--- config.mk ---
export PLATFORM = sky130hd
export DESIGN_NAME = cam_config_seq
export DESIGN_NICKNAME = d
export VERILOG_FILES = /design/src/rtl/cam_config_seq.sv
export SDC_FILE = /design/constraint.sdc
export NUM_CORES = 1
export LEC_CHECK = 0
export CORE_ASPECT_RATIO = 1.75
export CORE_MARGIN = 2
export CORE_UTILIZATION = 45
export CTS_BUF_LIST = sky130_fd_sc_hd__clkbuf_8
export CTS_CLUSTER_DIAMETER = 200
export CTS_CLUSTER_SIZE = 28
export DETAILED_ROUTE_END_ITERATION = 7
export PLACE_DENSITY = 0.73
export SKIP_LAST_GASP = 1
export SLEW_MARGIN = 0
export SYNTH_ARGS = -nofsm -noshare
export SYNTH_HDL_FRONTEND = slang
export SYNTH_SLANG_ARGS = --single-unit
--- constraint.sdc ---
create_clock -name clk -period 6.9 [get_ports clk]
set_clock_uncertainty 0.05 [all_clocks]
set_input_delay 0.69 -clock clk [delete_from_list [all_inputs] [get_ports clk]]
set_output_delay 0.69 -clock clk [all_outputs]
set_load 0.03 [all_outputs]
--- src/rtl/cam_config_seq.sv ---
// cam_config_seq: power-up register-initialisation sequencer for a camera.
// Walks a register table and issues one 3-byte SCCB write per entry through
// the SCCB master command pins. It honours delay markers and flags completion.
module cam_config_seq #(
    parameter int unsigned CLK_F     = 100_000_000,
    parameter int unsigned PWRUP_CYC = CLK_F / 1000,
    parameter int unsigned DELAY_CYC = CLK_F / 100,
    parameter int unsigned GAP_CYC   = 64
) (
    input  logic       clk,
    input  logic       rst,
    input  logic       cfg_start,
    input  logic       m_ready,
    input  logic       m_done,
    output logic       m_start,
    output logic       m_write,
    output logic       m_read,
    output logic       m_stop,
    output logic       m_restart,
    output logic [7:0] m_addr,
    output logic [7:0] m_din,
    output logic       cfg_busy,
    output logic       cfg_done,
    output logic [7:0] cfg_idx
);

    localparam int unsigned MAX_PD  = (PWRUP_CYC > DELAY_CYC) ? PWRUP_CYC : DELAY_CYC;
    localparam int unsigned MAX_CYC = (MAX_PD > GAP_CYC) ? MAX_PD : GAP_CYC;
    localparam int unsigned CNT_W   = $clog2(MAX_CYC) + 1;

    localparam logic [15:0] ENT_END = 16'hFFFF;
    localparam logic [15:0] ENT_DLY = 16'hFFF0;

    typedef enum logic [2:0] {
        S_PWRUP,
        S_FETCH,
        S_ISSUE,
        S_BUSY,
        S_GAP,
        S_DELAY,
        S_DONE
    } state_t;

    state_t             state;
    logic [CNT_W-1:0]   cnt;
    logic [1:0]         done_cnt;
    logic [15:0]        rom_entry;

    // Only writes are issued; the master ends the transfer on its own after byte 3
    assign m_read    = 1'b0;
    assign m_stop    = 1'b0;
    assign m_restart = 1'b0;

    // Register table {addr, data}; unlisted indices read as the end marker
    always_comb begin
        rom_entry = ENT_END;
        case (cfg_idx)
            8'd0:    rom_entry = 16'h1280;  // COM7 soft reset
            8'd1:    rom_entry = ENT_DLY;   // let the sensor settle
            8'd2:    rom_entry = 16'h1204;  // COM7 RGB output
            8'd3:    rom_entry = 16'h1101;  // CLKRC prescaler
            8'd4:    rom_entry = 16'h0C04;  // COM3 scaling enable
            8'd5:    rom_entry = 16'h3E19;  // COM14 pclk divider
            8'd6:    rom_entry = 16'h40D0;  // COM15 RGB565 full range
            8'd7:    rom_entry = 16'h3A04;  // TSLB
            8'd8:    rom_entry = 16'h1418;  // COM9 AGC ceiling
            8'd9:    rom_entry = ENT_END;
            default: rom_entry = ENT_END;
        endcase
    end

    // Sequencer FSM with registered master commands and status
    always_ff @(posedge clk or posedge rst) begin
        if (rst) begin
            state    <= S_PWRUP;
            cnt      <= '0;
            done_cnt <= '0;
            cfg_idx  <= '0;
            m_start  <= 1'b0;
            m_write  <= 1'b0;
            m_addr   <= '0;
            m_din    <= '0;
            cfg_busy <= 1'b1;
            cfg_done <= 1'b0;
        end else begin
            m_start <= 1'b0;
            case (state)
                S_PWRUP: begin
                    if (cnt == CNT_W'(PWRUP_CYC - 1)) begin
                        cnt     <= '0;
                        cfg_idx <= '0;
                        state   <= S_FETCH;
                    end else begin
                        cnt <= cnt + CNT_W'(1);
                    end
                end
                S_FETCH: begin
                    if (rom_entry == ENT_END) begin
                        cfg_busy <= 1'b0;
                        cfg_done <= 1'b1;
                        state    <= S_DONE;
                    end else if (rom_entry == ENT_DLY) begin
                        cnt   <= '0;
                        state <= S_DELAY;
                    end else begin
                        m_addr <= rom_entry[15:8];
                        m_din  <= rom_entry[7:0];
                        state  <= S_ISSUE;
                    end
                end
                S_ISSUE: begin
                    if (m_ready) begin
                        m_start  <= 1'b1;
                        m_write  <= 1'b1;
                        done_cnt <= '0;
                        state    <= S_BUSY;
                    end
                end
                S_BUSY: begin
                    if (m_done && (done_cnt != 2'd3)) begin
                        done_cnt <= done_cnt + 2'd1;
                    end
                    // master ready is registered, so it is stale while m_start is high
                    if (!m_start && m_ready) begin
                        m_write <= 1'b0;
                        if (done_cnt == 2'd3) begin
                            cfg_idx <= cfg_idx + 8'd1;
                            cnt     <= '0;
                            state   <= S_GAP;
                        end else begin
                            state <= S_ISSUE;
                        end
                    end
                end
                S_GAP: begin
                    if (cnt == CNT_W'(GAP_CYC - 1)) begin
                        cnt   <= '0;
                        state <= S_FETCH;
                    end else begin
                        cnt <= cnt + CNT_W'(1);
                    end
                end
                S_DELAY: begin
                    if (cnt == CNT_W'(DELAY_CYC - 1)) begin
                        cnt     <= '0;
                        cfg_idx <= cfg_idx + 8'd1;
                        state   <= S_FETCH;
                    end else begin
                        cnt <= cnt + CNT_W'(1);
                    end
                end
                S_DONE: begin
                    m_write <= 1'b0;
                    if (cfg_start) begin
                        cfg_idx  <= '0;
                        cfg_busy <= 1'b1;
                        cfg_done <= 1'b0;
                        state    <= S_FETCH;
                    end
                end
                default: state <= S_PWRUP;
            endcase
        end
    end

endmodule

; Word level (Yosys, flattened, before mapping)
; Memory sizes are Yosys's and may differ from the RTL's.
; Index checks and enable logic that the tools add are counted.
[classes]
div_mod_pow = 0
eq_ne = 24
addsub = 3
n_mul = 0
muxes = 39
magnitude_cmp = 0
shift = 0
n_bitwise = 2
n_reduce_logical = 17
[op_table]
columns = operator, count
row1 = $mux W21, 7
row2 = $pmux W21 S5, 1
row3 = $mux W8, 5
row4 = $eq A16 B16 Y1 const B, 2
row5 = $pmux W8 S4, 1
row6 = $mux W3, 9
row7 = $ne A2 B2 Y1 const B, 12
row8 = $add A21 B1 Y21 const B, 1
row9 = $eq A21 B17 Y1 const B, 1
row10 = $eq A21 B20 Y1 const B, 1
row11 = $eq A21 B6 Y1 const B, 1
row12 = $pmux W3 S7, 1
row13 = $mux W16, 1
row14 = $reduce_and A3 Y1, 4
row15 = $reduce_and A6 Y1, 2
row16 = $eq A3 B3 Y1 const B, 3
row17 = $add A8 B1 Y8 const B, 1
row18 = $mux W1, 8
row19 = $eq A3 B2 Y1 const B, 2
row20 = $reduce_and A5 Y1, 1
row21 = $reduce_bool A5 Y1, 1
row22 = $logic_not A4 Y1, 1
row23 = $mux W2, 2
row24 = $pmux W1 S2, 2
row25 = 12 further kinds, 15
[totals]
elab_cells = 96
ram_bits = 0
input_bits = 5
ff_bits = 54
mem_bits_ro = 256
n_memories = 1
latch_bits = 0
out_inout_bits = 31
[mem_list]
columns = memory, words, word_bits, rd, rd_clocked_by_memory_dff, write_ports, line
row1 = (no name shown), 16, 16, 1, 0, 0, 57  ; case (cfg_idx)

; Longest topological paths before layout
[depth]
ltp_word = 6
mapped_depth = 10
ltp_nobuf = 8

; Worst setup path before layout
; Ideal clock, no wire load.
[synth_path]
path_type = register to register
from = reg cfg_idx[0]
to = reg m_addr[4]
path_stages_with_launch = 11
t_arrival_ns = 2.435
period_less_slack_ns = 2.604
required_time_ns = 6.732
setup_ns = 0.118
n_path_buf = 2
setup_slack_ns = 4.296
path_cell_list = dfrtp_1 -> inv_1 -> ha_1 -> nor4b_1 -> and3_1 -> nand2b_1 -> or2_1 -> clkbuf_1 -> clkbuf_1 -> a21oi_1 -> a21o_1
[synth_between]
elab_chain_len = 5
elab_cells_between_ends = 7
classes_between = eq/ne (2) / mux (1) / bitwise (2) / reduce/logical (1) / memory (1)
[synth_rtl]
columns = element, line
row1 = "start, declared", 24  ; output logic [7:0] cfg_idx
row2 = "start signal, assigned", 127  ; cfg_idx <= cfg_idx + 8'd1;
row3 = "start signal, assigned", 146  ; cfg_idx <= cfg_idx + 8'd1;
row4 = $mem_v2 Z16 W16 *, -
row5 = $mux W16 *, 57
row6 = $eq A16 B16 Y1 (on tied branches), "102, 98"
row7 = $not A1 Y1 (no line), -
row8 = $reduce_and A3 Y1 (no line), -
row9 = "end signal, assigned", 106  ; m_addr <= rom_entry[15:8];
row10 = "end, declared", 20  ; output logic [7:0] m_addr,
; Mark *: on every way between the ends. The rest lies on a longest branch, timed or not.
; A chain may end at the register's enable or synchronous reset.

; Final worst setup path
[layout_path]
from = reg cfg_idx[0]
to = reg m_din[0]
[layout_between]
elab_chain_len = 5
elab_cells_between_ends = 7
classes_between = eq/ne (2) / mux (1) / bitwise (2) / reduce/logical (1) / memory (1)
[layout_rtl]
columns = element, line
row1 = $mem_v2 Z16 W16 *, -
row2 = $mux W16 *, 57
row3 = $eq A16 B16 Y1 (on tied branches), "102, 98"
row4 = $not A1 Y1 (no line), -
row5 = $reduce_and A3 Y1 (no line), -
row6 = "end signal, assigned", 107  ; m_din <= rom_entry[7:0];
row7 = "end, declared", 21  ; output logic [7:0] m_din,
; Marked as above.

==> summary.md <==
| Metric | Value |
|---|---|
| Status | finished, final reports clean |
| Flop pwr share | 40.4% |
| Critical path fanouts, max | 25 |
| Count of different cell masters after synthesis | 58 |
| Register area | between 0.001 and 0.0015 sq mm |
| Port-buffer cells | 32 |
| # diodes | 0 |
| CTS tree | done |
| Logic pwr share | 43.3% |
| Area leader, netlist | dfrtp_1 |
| Setup TNS | 0 ps |
| Hold path start | m_din[4] |
| Hold Crit Class | reg2reg |
| Initial antenna violation count | 0 |
| DP HPWL | 5.49 mm |
| ANT nets after route | 0 |
| Total power | approximately 0.0011 W |
| Switching Fraction | a little over two fifths |
| RR Endpoint | m_din[0] |
| Total die area | 0.00774 sq mm |
| Setup bufs post-CTS | 0 |
| Hold Fails Final Rpt | 0 |
| Post_cts resized | 0 |
| Final WL | about 7.4 mm |
| Tightest Pin Transition | 836 ps |
| Largest net degree at the start of global routing | 53 |
| First-pass GRT wire length | between 10 and 15 mm |
| Clock transition at path regs | 100 ps |
| Clock tree buffer depth | 2 |
| Top Ports | 36 |
| Flops & latches, synth | 52 |
| Synth top area share | 40.4% |
| FFs w/ async S/R, synth | 100% |
| Setup crit start kind | flop |
| Multi-input gate area | 0.00170 sq mm |
| Leakage | around 1.5 nW |
| Slew Limit Fails | 0 |
| Gr usage total | 21.0% |
| Fin area | about 0.0036 sq mm |
| Initial drt markers | 158 |
| Placed cell areas | 0.00349 sq mm |
| Syn. warnings | 0 |
| Worst-Skew Late Latency | 310 ps |
| Tcrit/Tclk final | between 40% and 50% |
| WHS Path Cells | 2 |
| Finished Layout Cells | 457 |
| Mean Syn Cell Area | 8.95 sq um |
| Seq/Total Area, Yosys | 41.2% |
| Number of flops mapped to enable cells by yosys | 0 |
| TritonCTS buffer count | 5 |
| Via-to-Cell Ratio | 5.97 |
| Placed cell count | 449 |
| Post-synth top flop | dfrtp_1 |
| Pwr dens | ~300 mW/mm^2 |
| Max cap viols | 0 |
| Die width | 67.4 um |
| Most common cell after layout, fill and taps aside | dfrtp_1 |
| Peak VDD IR | 0.149 mV |
| Max Clk Rate | approximately 0.34 GHz |
| DRC Markers | 0 |
| Fin nets | about 390 |
| Grt total ovfl | 0 |
| Core Area | 0.00686 sq mm |
| R2R cell count | 7 |
| Die height | 115 um |
| Mapped Cells | 353 |
| Endpoints failing setup | 0 |
| Fill count | between 600 and 700 |
| CTS Hold Bufs | 0 |
| Required time worst endpoint | about 7100 ps |
| Most frequent cells in the layout | 51 x dfrtp_1, 50 x nand2_1, 32 x clkdlybuf4s50_1 |
| Sink Count | 52 |
| DR pass1 iterations | 4 |
| CTS root buffer | clkbuf_8 |
| Layout cell share with drive strength beyond 1 | between 5 and 6% |
| Min cycle time layout | 2910 ps |
| FP Rows | 40 |
| Arr. time, crit path | 3070 ps |
| CTS H-tree depth | 2 |
| Int Pwr | 0.000615 W |
| Vias in the first global route | 2700 |
| Worst Hold End | m_din[4] |
| Synthesis-to-finish area growth | 13.2% |
| Setup crit end kind | flop |
| Power share of the clock group | 16.2% |
| Crit path kind | reg2reg |
| Initial Util | approximately 46% |
| Drt wl/cell | 16.2 um |
| Area contributors post-synth | dfrtp_1 40%, nand2_1 5.9%, ha_1 3.2% |
| Hold slack | 439 ps |
| Net switching power | approximately 0.00046 W |
| Mapped Area | approximately 0.0032 sq mm |
| GP Congestion | 0.822 |
| RSZ-0062 raised after global routing | false |
| Worst R2R Start | cfg_idx[0] |
| R2r setup slk | 3990 ps |
| Max_slew headroom | 43.8% |
| Routed via count | 2729 |
==> cells in the mapped netlist (3+ instances only) <==
cell       count
dfrtp_1       51
and2_1         3
nand2_1       50
nand4_1       13
nand2b_1       7
and3_1         7
nor2_1        18
xor2_1         4
a31oi_1        4
o21ai_0       14
a21oi_1       13
or4_1          5
clkbuf_1      14
o21ai_1       11
nand3_1        8
o31ai_1       11
a21o_1        11
a22o_1         4
nor4_1         5
inv_1         12
ha_1           8
nor3_1        11
mux2i_1        4
o211ai_1       3
a2bb2oi_1      9
buf_4          7
nor2b_1        3
o41ai_1        4
==> worst max path at each step <==
| stage | from | endpoint | slack, ps |
|---|---|---|---|
| CTS | cfg_idx[0] | m_din[0] | 4030 |
| global route | cfg_idx[0] | m_din[0] | 3770 |
| detailed placement | m_ready | cnt[3] | 4030 |
| global placement | m_ready | cnt[3] | 4070 |
| finish | cfg_idx[0] | m_din[0] | 3990 |
| floorplan | cfg_idx[0] | m_addr[4] | 4300 |
==> per-stage QoR <==
| step | util (%) | setup WS, ps |
|---|---|---|
| 2_1_floorplan | - | 4300 |
| 3_3_place_gp | 50.9 | 4070 |
| 3_5_place_dp | 50.9 | 4030 |
| 4_1_cts | 52.2 | 4030 |
| 5_1_grt | 52.2 | 3770 |
| 6_report | 52.2 | 3990 |
==> routing by layer <==
layer | GRT usage (%) | share of wire [%] | vias to the layer above
met5 | 0 | 0 | -
met4 | 8.84 | 3.2 | 0
met3 | 2.45 | 2.6 | 13
met2 | 38.3 | 57 | 59
met1 | 24.0 | 37 | 1329
li1 | - | - | 1328
==> sequential cells by signal, indices dropped and copies added, names as in the netlist <==
name / count
cnt: 21
cfg_idx: 8
m_addr: 7
m_din: 7
state: 3
done_cnt: 2
cfg_busy: 1
cfg_done: 1
m_start: 1
m_write: 1
==> cell type report <==
type | count | area share (%)
clock buffers | 5 | 1.92
repair buffers | 34 | 9.37
clock inverters | 3 | 0.559
well taps | 84 | 2.94
inverters | 13 | 1.36
flip-flops and latches | 52 | 36.4
multi-input cells | 266 | 47.4
==> power groups by stage <==
stage                     sequential (W)  clock [W]  combinational, W
after floorplan                 0.000471          0          0.000295
after global placement          0.000436          0          0.000458
after detailed placement        0.000440          0          0.000466
after CTS                       0.000433   0.000181          0.000469
after global routing            0.000444   0.000193          0.000508
final                           0.000434   0.000174          0.000465
==> worst max-delay path, cell delays in order (launching register included) <==
cell and delay (ps):
dfrtp_1 530, inv_1 150, ha_1 250, nor4b_1 420, and3_1 270, nand2b_1 130
or2_1 600, mux2_2 410
==> kinds of logic after synthesis <==
| kind of cell | after synthesis | synth area share, % |
|---|---|---|
| xor+xnor | 4 | 1.11 |
| flops | 52 | 41.2 |
| buf+inv | 37 | 5.30 |
| fa+ha+maj | 9 | 3.80 |
| compound gates | 94 | 20.7 |
| mux | 7 | 2.34 |
| simple gates | 149 | 25.4 |
| other cells | 1 | 0.119 |
Power figures use the tool's default switching activity.
==> RTL edit (same settings) <==
The parameter `GAP_CYC` goes from 64 to 256.
--- a/src/rtl/cam_config_seq.sv
+++ b/src/rtl/cam_config_seq.sv
@@ -7,3 +7,3 @@
     parameter int unsigned DELAY_CYC = CLK_F / 100,
-    parameter int unsigned GAP_CYC   = 64
+    parameter int unsigned GAP_CYC   = 256
 ) (
Check against the original RTL: same outputs for any inputs over 10 cycles, from zero or initial values and one cycle with rst high; that may be too few to reach the edited logic, so the function may still have changed.
==> RTL edit against the original RTL <==
Non-clock buffer count shrank 1; clock power grew 9.8%; routed wire length grew 11%; cell count grew 3.5%; power grew 20%; worst setup slack lost 0.077 ns; sequential cell count is the same; maximum frequency shrank 2.6%; combinational power grew 31%; count of clock-buffer cells in the layout grew 1; area after synthesis grew 7.8%; critical endpoint is now cnt[8]; cell area grew 6.5%.
==> RTL edit: results (changes against the original RTL) <==
[metrics] status: finished, final reports clean (unchanged)
[metrics] max-cap violation count: 0 (unchanged)
[metrics] tightest slew margin relative to the limit: 35.48% (was 43.78%)
[metrics] final estimated routing congestion in global placement: 0.8315 (was 0.8223)
[metrics] detailed-route wire length per cell: 17.38 µm (was 16.19 µm)
[metrics] placed cell count: 465 (was 449)
[metrics] post-route antenna net violation count: 0 (unchanged)
[metrics] crit path capture: cnt[8] (was m_din[0])
[metrics] largest net degree at the start of global routing: 53 (unchanged)
[metrics] via count normalized by instance count: 6.268 (was 5.972)
[metrics] via count of the first global-routing pass: 2,936 (was 2,700)
[metrics] # fillers: 728 (was 651)
[metrics] sequential area share after synthesis: 38.23% (was 41.21%)
[metrics] root buf cell: sky130_fd_sc_hd__clkbuf_8 (unchanged)
[metrics] maximum fanout count along the critical path: 22 (was 25)
[metrics] Static Leakage: 1.550 nW (was 1.545 nW)
[metrics] Setup WS pre-CTS: 3.953 ns (was 4.025 ns)
[metrics] final setup margin: 3.915 ns (was 3.993 ns)
[metrics] share of final-layout standard cells stronger than drive strength 1: 9.610% (was 5.898%)
[metrics] kind of cell with the highest combined delay on the critical path: compound AO/OA/AOI/OAI gates (was simple AND/OR/NAND/NOR gates)
[metrics] clock latency of the later-clocked register in the worst-skew pair: 0.32 ns
[metrics] half-perimeter wire length after placement: 6057 µm (was 5491 µm)
[metrics] wire length of the first global-routing pass: 13,810 µm (was 12,720 µm)
[metrics] maximum single-stage delay on the critical path: 0.54 ns (was 0.60 ns)
[metrics] Synth Instances: 364 (was 353)
[metrics] count of H-tree levels built during CTS: 2 (unchanged)
[metrics] total wire length after detailed routing: 8220 µm (was 7399 µm)
[metrics] number of nets in the finished design: 398 (was 386)
[metrics] Synth area leaders: sky130_fd_sc_hd__dfrtp_1 (37%), sky130_fd_sc_hd__nand2_1 (4.6%), sky130_fd_sc_hd__ha_1 (2.9%) (was sky130_fd_sc_hd__dfrtp_1 (40%), sky130_fd_sc_hd__nand2_1 (5.9%), sky130_fd_sc_hd__ha_1 (3.2%))
[metrics] commonest cells in the netlist: sky130_fd_sc_hd__dfrtp_1 (51), sky130_fd_sc_hd__nand2_1 (42), sky130_fd_sc_hd__inv_1 (20), sky130_fd_sc_hd__o21ai_0 (20), sky130_fd_sc_hd__nor2_1 (15) (was sky130_fd_sc_hd__dfrtp_1 (51), sky130_fd_sc_hd__nand2_1 (50), sky130_fd_sc_hd__nor2_1 (18))
[metrics] Tot GR Track Use: 20.33% (was 20.99%)
[metrics] cell with the largest stage delay on the worst path: sky130_fd_sc_hd__nor4b_1 (was sky130_fd_sc_hd__or2_1)
[metrics] VDD IR max: 107.2 µV (was 149.0 µV)
[metrics] Crit path arrival time: 3.20 ns (was 3.07 ns)
[metrics] Synth cell types: 74 (was 58)
[metrics] launch point of the worst path: cfg_idx[1] (was cfg_idx[0])
RTL edit: cell types whose count changed in the layout (fill, tap and decap cells not counted), sizes merged, moves of 6 or more:
cell	before	now
a211oi	2	9
a21o	11	3
a2bb2oi	9	0
a32oi	0	8
inv	14	20
nand2	50	42
nand3	8	14
o22ai	1	10
RTL edit: per-layer routing:
| layer | part of all wire, % | global-route usage [%] |
|---|---|---|
| met1 | 36 | 20.87 |
| met5 | 0 | 0 |
| met4 | 3.7 | 10.46 |
| met3 | 3.4 | 2.961 |
| met2 | 57 | 38.69 |
RTL edit: cells by family (layout without fill, tap and decap cells):
group / after synthesis / count (layout) / share of synthesized area, %
fa+ha+maj: 9 / 9 / 3.526
buf+inv: 43 / 62 / 6.353
simple gates: 144 / 144 / 24.97
mux: 10 / 10 / 3.232
other cells: 1 / 3 / 0.1101
compound gates: 105 / 105 / 23.58
flops: 52 / 52 / 38.23
RTL edit: through the flow:
step / hold WS [ns] / util (%) / cell area, µm²
floorplan: 0.4403 / - / 3415
global placement: 0.4120 / 49.78 / 3715
detailed placement: 0.4149 / 49.78 / 3715
CTS: 0.4388 / 51.09 / 3812
global route: 0.4593 / 51.09 / 3812
finish: 0.4330 / 51.09 / 3812
RTL edit: final cells by class:
class / instances / area (µm²) / area share [%]
clock buffers: 6 / 82.58 / 2.166
flip-flops and latches: 52 / 1303 / 34.16
multi-input cells: 271 / 1896 / 49.72
clock inverters: 2 / 15.01 / 0.3938
inverters: 21 / 78.83 / 2.068
well taps: 88 / 110.1 / 2.888
repair buffers: 33 / 327.8 / 8.599
RTL edit: report_power, final:
| part | internal, W | switching (W) |
|---|---|---|
| combinational | 0.000241 | 0.000367 |
| clock | 0.0000814 | 0.000109 |
| sequential | 0.000376 | 0.000114 |
| total | 0.000699 | 0.000590 |
